--- src/rtl/cache_mem_responder.sv ---
// cache_mem_responder: serves icache reads and dcache reads/writes through one RAM port, with a RAM-hang timeout
// Ports:
//   CLK, RST                       clock, synchronous active-high reset
//   iREN, iaddr -> iwait, iload    icache read request / completion
//   dREN, dWEN, daddr, dstore      dcache request (held stable while dwait is high)
//   dwait, dload                   dcache completion (wait low one cycle, load valid then)
//   ramREN, ramWEN, ramaddr, ramstore, ramload, ramready   single RAM port
//   err                            sticky timeout flag, cleared only by RST
// Optional: ARB_ROUND_ROBIN_EN gives round-robin arbitration when both caches request; otherwise the dcache always wins.
module cache_mem_responder #(
    parameter int unsigned TIMEOUT  = 16,
    parameter logic [31:0] ERR_DATA = 32'hBAD0BAD0
) (
    input  logic        CLK,
    input  logic        RST,
    input  logic        iREN,
    input  logic [31:0] iaddr,
    output logic        iwait,
    output logic [31:0] iload,
    input  logic        dREN,
    input  logic        dWEN,
    input  logic [31:0] daddr,
    input  logic [31:0] dstore,
    output logic        dwait,
    output logic [31:0] dload,
    output logic        ramREN,
    output logic        ramWEN,
    output logic [31:0] ramaddr,
    output logic [31:0] ramstore,
    input  logic [31:0] ramload,
    input  logic        ramready,
    output logic        err
);
    localparam int CW = TIMEOUT > 0 ? $clog2(TIMEOUT + 1) : 1;
    localparam logic [CW-1:0] TMAX = CW'(TIMEOUT);
    localparam bit TO_EN = TIMEOUT > 0;

    typedef enum logic [1:0] {IDLE, DSERV, ISERV} state_e;

    state_e        state_q, state_d;
    logic [CW-1:0] cnt_q, cnt_d;
    logic          err_q, err_d;
    logic          dreq, sd, si, serve, greq, abort, tmo, done, fin, pick_d;

    assign dreq  = dREN | dWEN;
    assign sd    = state_q == DSERV;
    assign si    = state_q == ISERV;
    assign serve = sd | si;
    assign greq  = sd ? dreq : iREN;
    assign abort = serve & ~greq;
    assign tmo   = TO_EN && serve && greq && cnt_q == TMAX;
    assign done  = serve & greq & ~tmo & ramready;
    // A completion falling in a reset cycle is dropped.
    assign fin   = (tmo | done) & ~RST;
    assign err   = err_q;

`ifdef ARB_ROUND_ROBIN_EN
    logic last_q, last_d;  // 1: dcache was granted last

    assign pick_d = dreq & (~iREN | ~last_q);
    assign last_d = fin ? sd : last_q;

    always_ff @(posedge CLK) begin
        last_q <= RST ? 1'b0 : last_d;
    end
`else
    assign pick_d = dreq;
`endif

    always_ff @(posedge CLK) begin
        if (RST) begin
            state_q <= IDLE;
            cnt_q   <= '0;
            err_q   <= 1'b0;
        end else begin
            state_q <= state_d;
            cnt_q   <= cnt_d;
            err_q   <= err_d;
        end
    end

    always_comb begin
        state_d = state_q;
        err_d   = err_q | tmo;
        // Held at zero outside SERVE so every grant starts a fresh count; saturates instead of wrapping.
        cnt_d   = !serve ? '0 : (!ramready && cnt_q != '1) ? cnt_q + 1'b1 : cnt_q;
        if (state_q == IDLE)
            state_d = pick_d ? DSERV : iREN ? ISERV : IDLE;
        else if (!serve || abort || tmo || done)
            state_d = IDLE;
    end

    always_comb begin
        ramREN   = serve & greq & ~tmo & (si | ~dWEN);
        ramWEN   = sd & dWEN & ~tmo;
        ramaddr  = sd ? daddr : si ? iaddr : '0;
        ramstore = sd ? dstore : '0;
        dwait    = ~(fin & sd);
        iwait    = ~(fin & si);
        dload    = (fin & sd) ? (tmo ? ERR_DATA : dWEN ? '0 : ramload) : '0;
        iload    = (fin & si) ? (tmo ? ERR_DATA : ramload) : '0;
    end
endmodule

--- config.mk ---
export PLATFORM = sky130hd
export DESIGN_NAME = cache_mem_responder
export DESIGN_NICKNAME = d
export VERILOG_FILES = /design/src/rtl/cache_mem_responder.sv
export SDC_FILE = /design/constraint.sdc
export NUM_CORES = 1
export LEC_CHECK = 0
export ABC_AREA = 1
export BUFFER_PORTS_ARGS = -buffer_cell sky130_fd_sc_hd__buf_2
export CAP_MARGIN = 20
export CORE_AREA = 2 2 103 105
export DETAILED_ROUTE_END_ITERATION = 7
export DIE_AREA = 0 0 105 107
export PLACE_DENSITY_LB_ADDON = 0.2
export RECOVER_POWER = 100
export SETUP_SLACK_MARGIN = 0.1
export SLEW_MARGIN = 10
export SYNTH_ARGS = -nofsm -noshare
export SYNTH_HDL_FRONTEND = slang
export SYNTH_SLANG_ARGS = --single-unit
--- constraint.sdc ---
create_clock -name CLK -period 3.1 [get_ports CLK]
set_clock_uncertainty 0.1 [all_clocks]
set_input_delay 0.465 -clock CLK [delete_from_list [all_inputs] [get_ports CLK]]
set_output_delay 0.465 -clock CLK [all_outputs]
set_load 0.01 [all_outputs]
==> impl_metrics.py, run 1 <==
metrics = {
    "synth": {
        "synth-edff-count": 0,
        "ys_seq_area_frac": 0.0828,
        "ys_warn_count": 0,
        "synthTopCellsByCount": "nand2_1, inv_1, nand3_1, nor2_1, a21oi_2",
        "synth.distinct_cells": 23,
        "synth.net_count": 515,
        "synth-seq-cells": 8,
        "synth_most_common_cell": "nand2_1",
        "synthFlopType": "dfxtp_1",
        "synth_top_cell_area_share": 0.256,
        "syn_avg_cell_area_um2": 5.17,
        "synth_top_cell_by_area": "nand2_1",
        "syn_area_um2": 1930,
        "async_reset_ff_frac": 0,
        "yosys-top-cells-area": "nand2_1, inv_1, a21oi_2",
        "synthCells": 374,
    },
    "power_and_ir_drop": {
        "p_per_area_nw_per_um2": 169,
        "ir_worst_vdd_v": 0.000104,
        "power.leakage_nw": 1.99,
    },
    "route": {
        "dr.pass1.iters": 4,
        "ant_nets": 0,
        "routed_wl_mm": 8.38,
        "drc": 0,
        "vias_per_cell": 4.15,
        "first_iter_violations": 146,
        "vias": 3160,
        "wl_per_cell_um": 11.0,
    },
    "clock_tree": {
        "path_clk_slew_ns": 0.04,
        "cts.path.max_buffers": 2,
        "cts_hold_buf": 0,
        "tritoncts.num_buffers": 3,
        "cts_tree": "yes",
        "insertion_delay_ns": 0.23,
        "cts.sinks": 8,
        "root_buffer": "clkbuf_8",
        "htreeDepth": 1,
    },
    "grt": {
        "grt_pass1_wl_mm": 12.7,
        "grt_antenna_before_repair": 0,
        "grt_max_degree": 34,
        "first_global_vias": 2917,
        "grt_use_total": 0.134,
        "grt-ovfl-total": 0,
    },
    "floorplanning": {
        "io_pins": 267,
        "die_area_um2": 11200,
        "start_util": 0.192,
        "core_um2": 10100,
        "die_y_um": 107,
        "num_rows": 37,
        "fp.dieW_um": 105,
    },
    "timing": {
        "setup_viol": 0,
        "drv_slew": 0,
        "relSlewSlack": 0.591,
        "fin_setup_tns_ns": 0,
        "layout_setup_ws_ns": 0.296,
        "worst_pin_slew_ns": 0.614,
        "fin_crit_sh": 0.904,
        "min_period_ns": 2.80,
        "hold_viol": 0,
        "rsz0062_at_grt": "false",
        "fmax_mhz": 357,
    },
    "critical_path": {
        "slowest_delay_ns": 0.34,
        "critical_path_required_ns": 2.53,
        "r2r-end": "err",
        "end_kind": "primary output",
        "cp.arrival_ns": 2.24,
        "cp_num_buf_inv": 3,
        "start_kind": "flip-flop",
        "crit_slowest_cell": "nor3_1",
        "crit_fanout": 25,
        "crit_top_cell": "clkbuf_1",
        "rr_worst_depth": 7,
        "crit_chain": "inv_1 > ha_1 > nand2_1 > nor3_1 > nand3_4 > clkbuf_1 > a21oi_1 > clkbuf_1",
        "reg2reg_slack_ns": 1.31,
        "critPathKind": "flip-flop to primary output",
        "r2r_start": "cnt_q[0]",
        "cpLargestDelayFamily": "simple AND/OR/NAND/NOR gates",
    },
    "layout": {
        "fill_cells": 1215,
        "layout-drive-gt1-share": 0.310,
        "syn_to_final_growth_pct": 65.7,
        "utilization": 0.318,
        "antennaDiodeCount": 0,
        "nNetsFinal": 769,
    },
    "job": {
        "drv_cap": 0,
    },
    "placed_design": {
        "portBuffers": 266,
        "place.gp.congestion": 0.806,
        "hpwl_mm": 7.04,
        "post-place-ws_ns": 0.441,
    },
    "worst_hold_path": {
        "whs_path_depth": 2,
        "worst_hold_path.endpoint": "err",
        "min_from": "err",
        "min_path_type": "flip-flop to flip-flop",
    },
    "run_status": {
        "outcome": "complete, no violations",
    },
}
## cell type report
cell class | count | area, µm² | area share
clock buffer | 3 | 41.3 | 0.0129
multi-input combinational | 276 | 1350 | 0.420
timing repair buffer | 275 | 1250 | 0.389
tap | 136 | 170 | 0.0531
sequential | 8 | 160 | 0.0500
inverter | 64 | 240 | 0.0750
## worst max-delay path by stage
stage               startpoint        end  slack, ns  cells after the start
finish                cnt_q[0]   dload[9]       0.30                      8
global route          cnt_q[0]   iload[7]        0.1                      8
CTS                 state_q[0]   iload[4]       0.19                      8
detailed placement  state_q[0]   iload[4]       0.44                      8
global placement    state_q[0]  iload[12]       0.52                      8
floorplan           state_q[0]  dload[10]       0.98                      9
## logic make-up after synthesis
family	after synthesis	share of synthesized area
buffers and inverters	90	0.200
AND/OR/NAND/NOR	225	0.512
flip-flops	8	0.0828
AO/OA/AOI/OAI	44	0.160
adder cells (fa/ha/maj)	7	0.0453
## metal layers
metal / wire length [µm] / global-route usage / vias to the layer above
li1: - / - / 1636
met1: 3160 / 0.137 / 1351
met2: 4410 / 0.280 / 168
met3: 751 / 0.0255 / 5
met4: 58 / 0.0257 / 0
met5: 0 / 0 / -
## flip-flops by register name (all words and copies together), names as in the netlist
signal,cells
cnt_q,5
err,1
state_q,2
## repair_timing
action                     in CTS  in global routing
resized for setup               0                  1
hold endpoints to repair        0                  0
setup buffers                   0                  0
setup endpoints to repair       0                 19
## report_power, final
group | leakage (nW) | internal [mW] | switching (mW)
Clock | 0.0216 | 0.0842 | 0.0419
Combinational | 1.90 | 0.124 | 0.184
Sequential | 0.0650 | 0.106 | 0.00253
## cells in the final DEF (no fill, tap or decap), drive strengths merged
cell type,Yosys,final
nor2,45,45
dfxtp,8,8
inv,63,63
ha,7,7
o21ai,4,4
o21a,1,1
a21oi,39,39
clkinv,1,1
nor3,6,6
buf,13,163
nand3,40,40
nand2,134,134
clkbuf,13,115
## stage by stage
step | std cells | area, µm² | hold slack (ns) | power, mW
after floorplan | 374 | 1930 | 0.364 | 0.271
after global placement | 759 | 3370 | 0.336 | 0.437
after detailed placement | 759 | 3370 | 0.353 | 0.438
after CTS | 762 | 3420 | 0.357 | 0.568
after global routing | 762 | 3200 | 0.372 | 0.591
final | 762 | 3200 | 0.361 | 0.543
## tightest hold or removal path: cells and delay by family (launching register included)
kind            cells  cell delay, ns
buf+inv             1            0.05
compound gates      1            0.05
flops               1            0.31
Power figures use the tool's default switching activity.
==> run 2, diff against run 1 <==
- PLACE_DENSITY_LB_ADDON: 0.2 -> 0.12
==> impl_metrics.py, run 2 (same netlist as run 1, synthesis figures left out) <==
metrics = {
    "layout": {
        "syn_to_final_growth_pct": 63.8,
        "regMostFlops": "cnt_q",
        "multi_input_area_um2": 1300,
        "nNetsFinal": 766,
        "largest_register_ffs": 5,
        "regArea_um2": 160,
        "layout_commonest_cell": "buf_2",
        "layout-drive-gt1-share": 0.307,
        "final_area_um2": 3170,
        "fill_cells": 1224,
        "antennaDiodeCount": 0,
        "final_cell_mix": "buf_2, nand2_1, clkbuf_1",
    },
    "route": {
        "first_iter_violations": 292,
        "dr.pass1.iters": 4,
        "wl_met3_um": 737,
        "routed_wl_mm": 8.43,
        "wl_per_cell_um": 11.1,
        "met2_length_mm": 4.44,
        "top_layer": "met4",
        "vias": 3109,
        "drc": 0,
        "ant_nets": 0,
        "drt-met1-wl_mm": 3.17,
        "vias_per_cell": 4.10,
    },
    "clock_tree": {
        "cts_hold_buf": 0,
        "path_clk_slew_ns": 0.04,
        "tritoncts.num_buffers": 3,
        "cts.path.max_buffers": 2,
        "cts.sinks": 8,
        "insertion_delay_ns": 0.22,
        "cts_tree": "yes",
        "cts_resized": 0,
        "cts_setup_buffers": 0,
        "root_buffer": "clkbuf_8",
        "htreeDepth": 1,
    },
    "critical_path": {
        "rr_worst_depth": 9,
        "crit_fanout": 16,
        "r2r-end": "cnt_q[3]",
        "cp.arrival_ns": 2.21,
        "end_kind": "primary output",
        "r2r_start": "cnt_q[0]",
        "crit_slowest_cell": "nand3_2",
        "reg2reg_slack_ns": 1.48,
        "critical_path_required_ns": 2.53,
        "start_kind": "flip-flop",
        "crit_chain": "inv_1 > ha_1 > inv_1 > nor2_8 > nand3_2 > nor2_4 > nand3_2 > nor2_1 > clkbuf_1",
        "critPathKind": "flip-flop to primary output",
        "slowest_delay_ns": 0.38,
        "crit_start": "state_q[0]",
    },
    "timing": {
        "fin_setup_tns_ns": 0,
        "rsz0062_at_grt": "false",
        "worst_pin_slew_ns": 0.599,
        "setup_viol": 0,
        "layout_setup_ws_ns": 0.327,
        "hold_viol": 0,
        "min_period_ns": 2.77,
        "fin_crit_sh": 0.895,
        "relSlewSlack": 0.600,
        "fmax_mhz": 361,
        "drv_slew": 0,
    },
    "grt": {
        "grt_antenna_before_repair": 0,
        "grt-ovfl-total": 0,
        "grt_max_degree": 51,
        "first_global_vias": 2778,
        "grt_use_total": 0.132,
        "grt_pass1_wl_mm": 12.4,
    },
    "placed_design": {
        "portBuffers": 266,
        "place.gp.congestion": 0.795,
        "placed_cell_area_um2": 3350,
        "hpwl_mm": 7.04,
        "post-place-ws_ns": 0.644,
    },
    "power_and_ir_drop": {
        "power_uw": 532,
        "power.leakage_nw": 1.99,
        "ir_worst_vdd_v": 0.000107,
        "p_per_area_nw_per_um2": 168,
    },
    "worst_hold_path": {
        "min_path_type": "flip-flop to flip-flop",
        "min_from": "err",
        "whs_path_depth": 2,
        "worst_hold_path.endpoint": "err",
    },
    "floorplanning": {
        "start_util": 0.192,
        "io_pins": 267,
        "die_y_um": 107,
        "fp.dieW_um": 105,
        "core_um2": 10100,
        "die_area_um2": 11200,
        "num_rows": 37,
    },
    "job": {
        "drv_cap": 0,
    },
    "run_status": {
        "outcome": "complete, no violations",
    },
}
==> run 2: changes by cell type in the layout (fill, tap and decap cells not counted), sizes merged <==
cell    change
clkbuf      -6
buf         +3
==> run 2: worst max-delay path: cells and delay by family (launching register included) <==
| kind | cells | cell delay, ns |
|---|---|---|
| buffers and inverters | 3 | 0.35 |
| flip-flops | 1 | 0.37 |
| adder cells (fa/ha/maj) | 1 | 0.28 |
| AND/OR/NAND/NOR | 5 | 0.99 |
==> run 2: final cells by class <==
class,instances,share of cell area
multi-input cells,276,0.411
inverters,64,0.0758
flip-flops and latches,8,0.0506
clock buffers,3,0.0130
well taps,136,0.0537
repair buffers,272,0.396
==> run 2: power breakdown <==
| part | total (mW) | switching, mW | internal, mW |
|---|---|---|---|
| Combinational | 0.303 | 0.179 | 0.124 |
| Sequential | 0.109 | 0.00253 | 0.107 |
| Clock | 0.120 | 0.0363 | 0.0837 |
| Total | 0.532 | 0.218 | 0.314 |
==> run 2: stage by stage <==
step | hold slack, ns | utilization | std cells
CTS | 0.348 | 0.336 | 759
global route | 0.372 | 0.314 | 759
finish | 0.347 | 0.314 | 759
global placement | 0.336 | 0.332 | 756
detailed placement | 0.342 | 0.332 | 756
floorplan | 0.364 | - | 374
==> run 2: worst max-delay path by stage <==
| stage | cells past startpoint | slack, ns | endpoint |
|---|---|---|---|
| 2_1_floorplan | 9 | 0.98 | dload[10] |
| 3_3_place_gp | 9 | 0.71 | iload[28] |
| 3_5_place_dp | 9 | 0.64 | iload[8] |
| 4_1_cts | 9 | 0.40 | iload[8] |
| 5_1_grt | 9 | 0.14 | dload[10] |
| 6_report | 9 | 0.33 | dload[0] |
==> run 2: per-layer routing <==
metal / global-route usage / vias to the layer above
li1: - / 1626
met5: 0 / -
met2: 0.268 / 170
met3: 0.0249 / 6
met4: 0.0305 / 0
met1: 0.139 / 1307
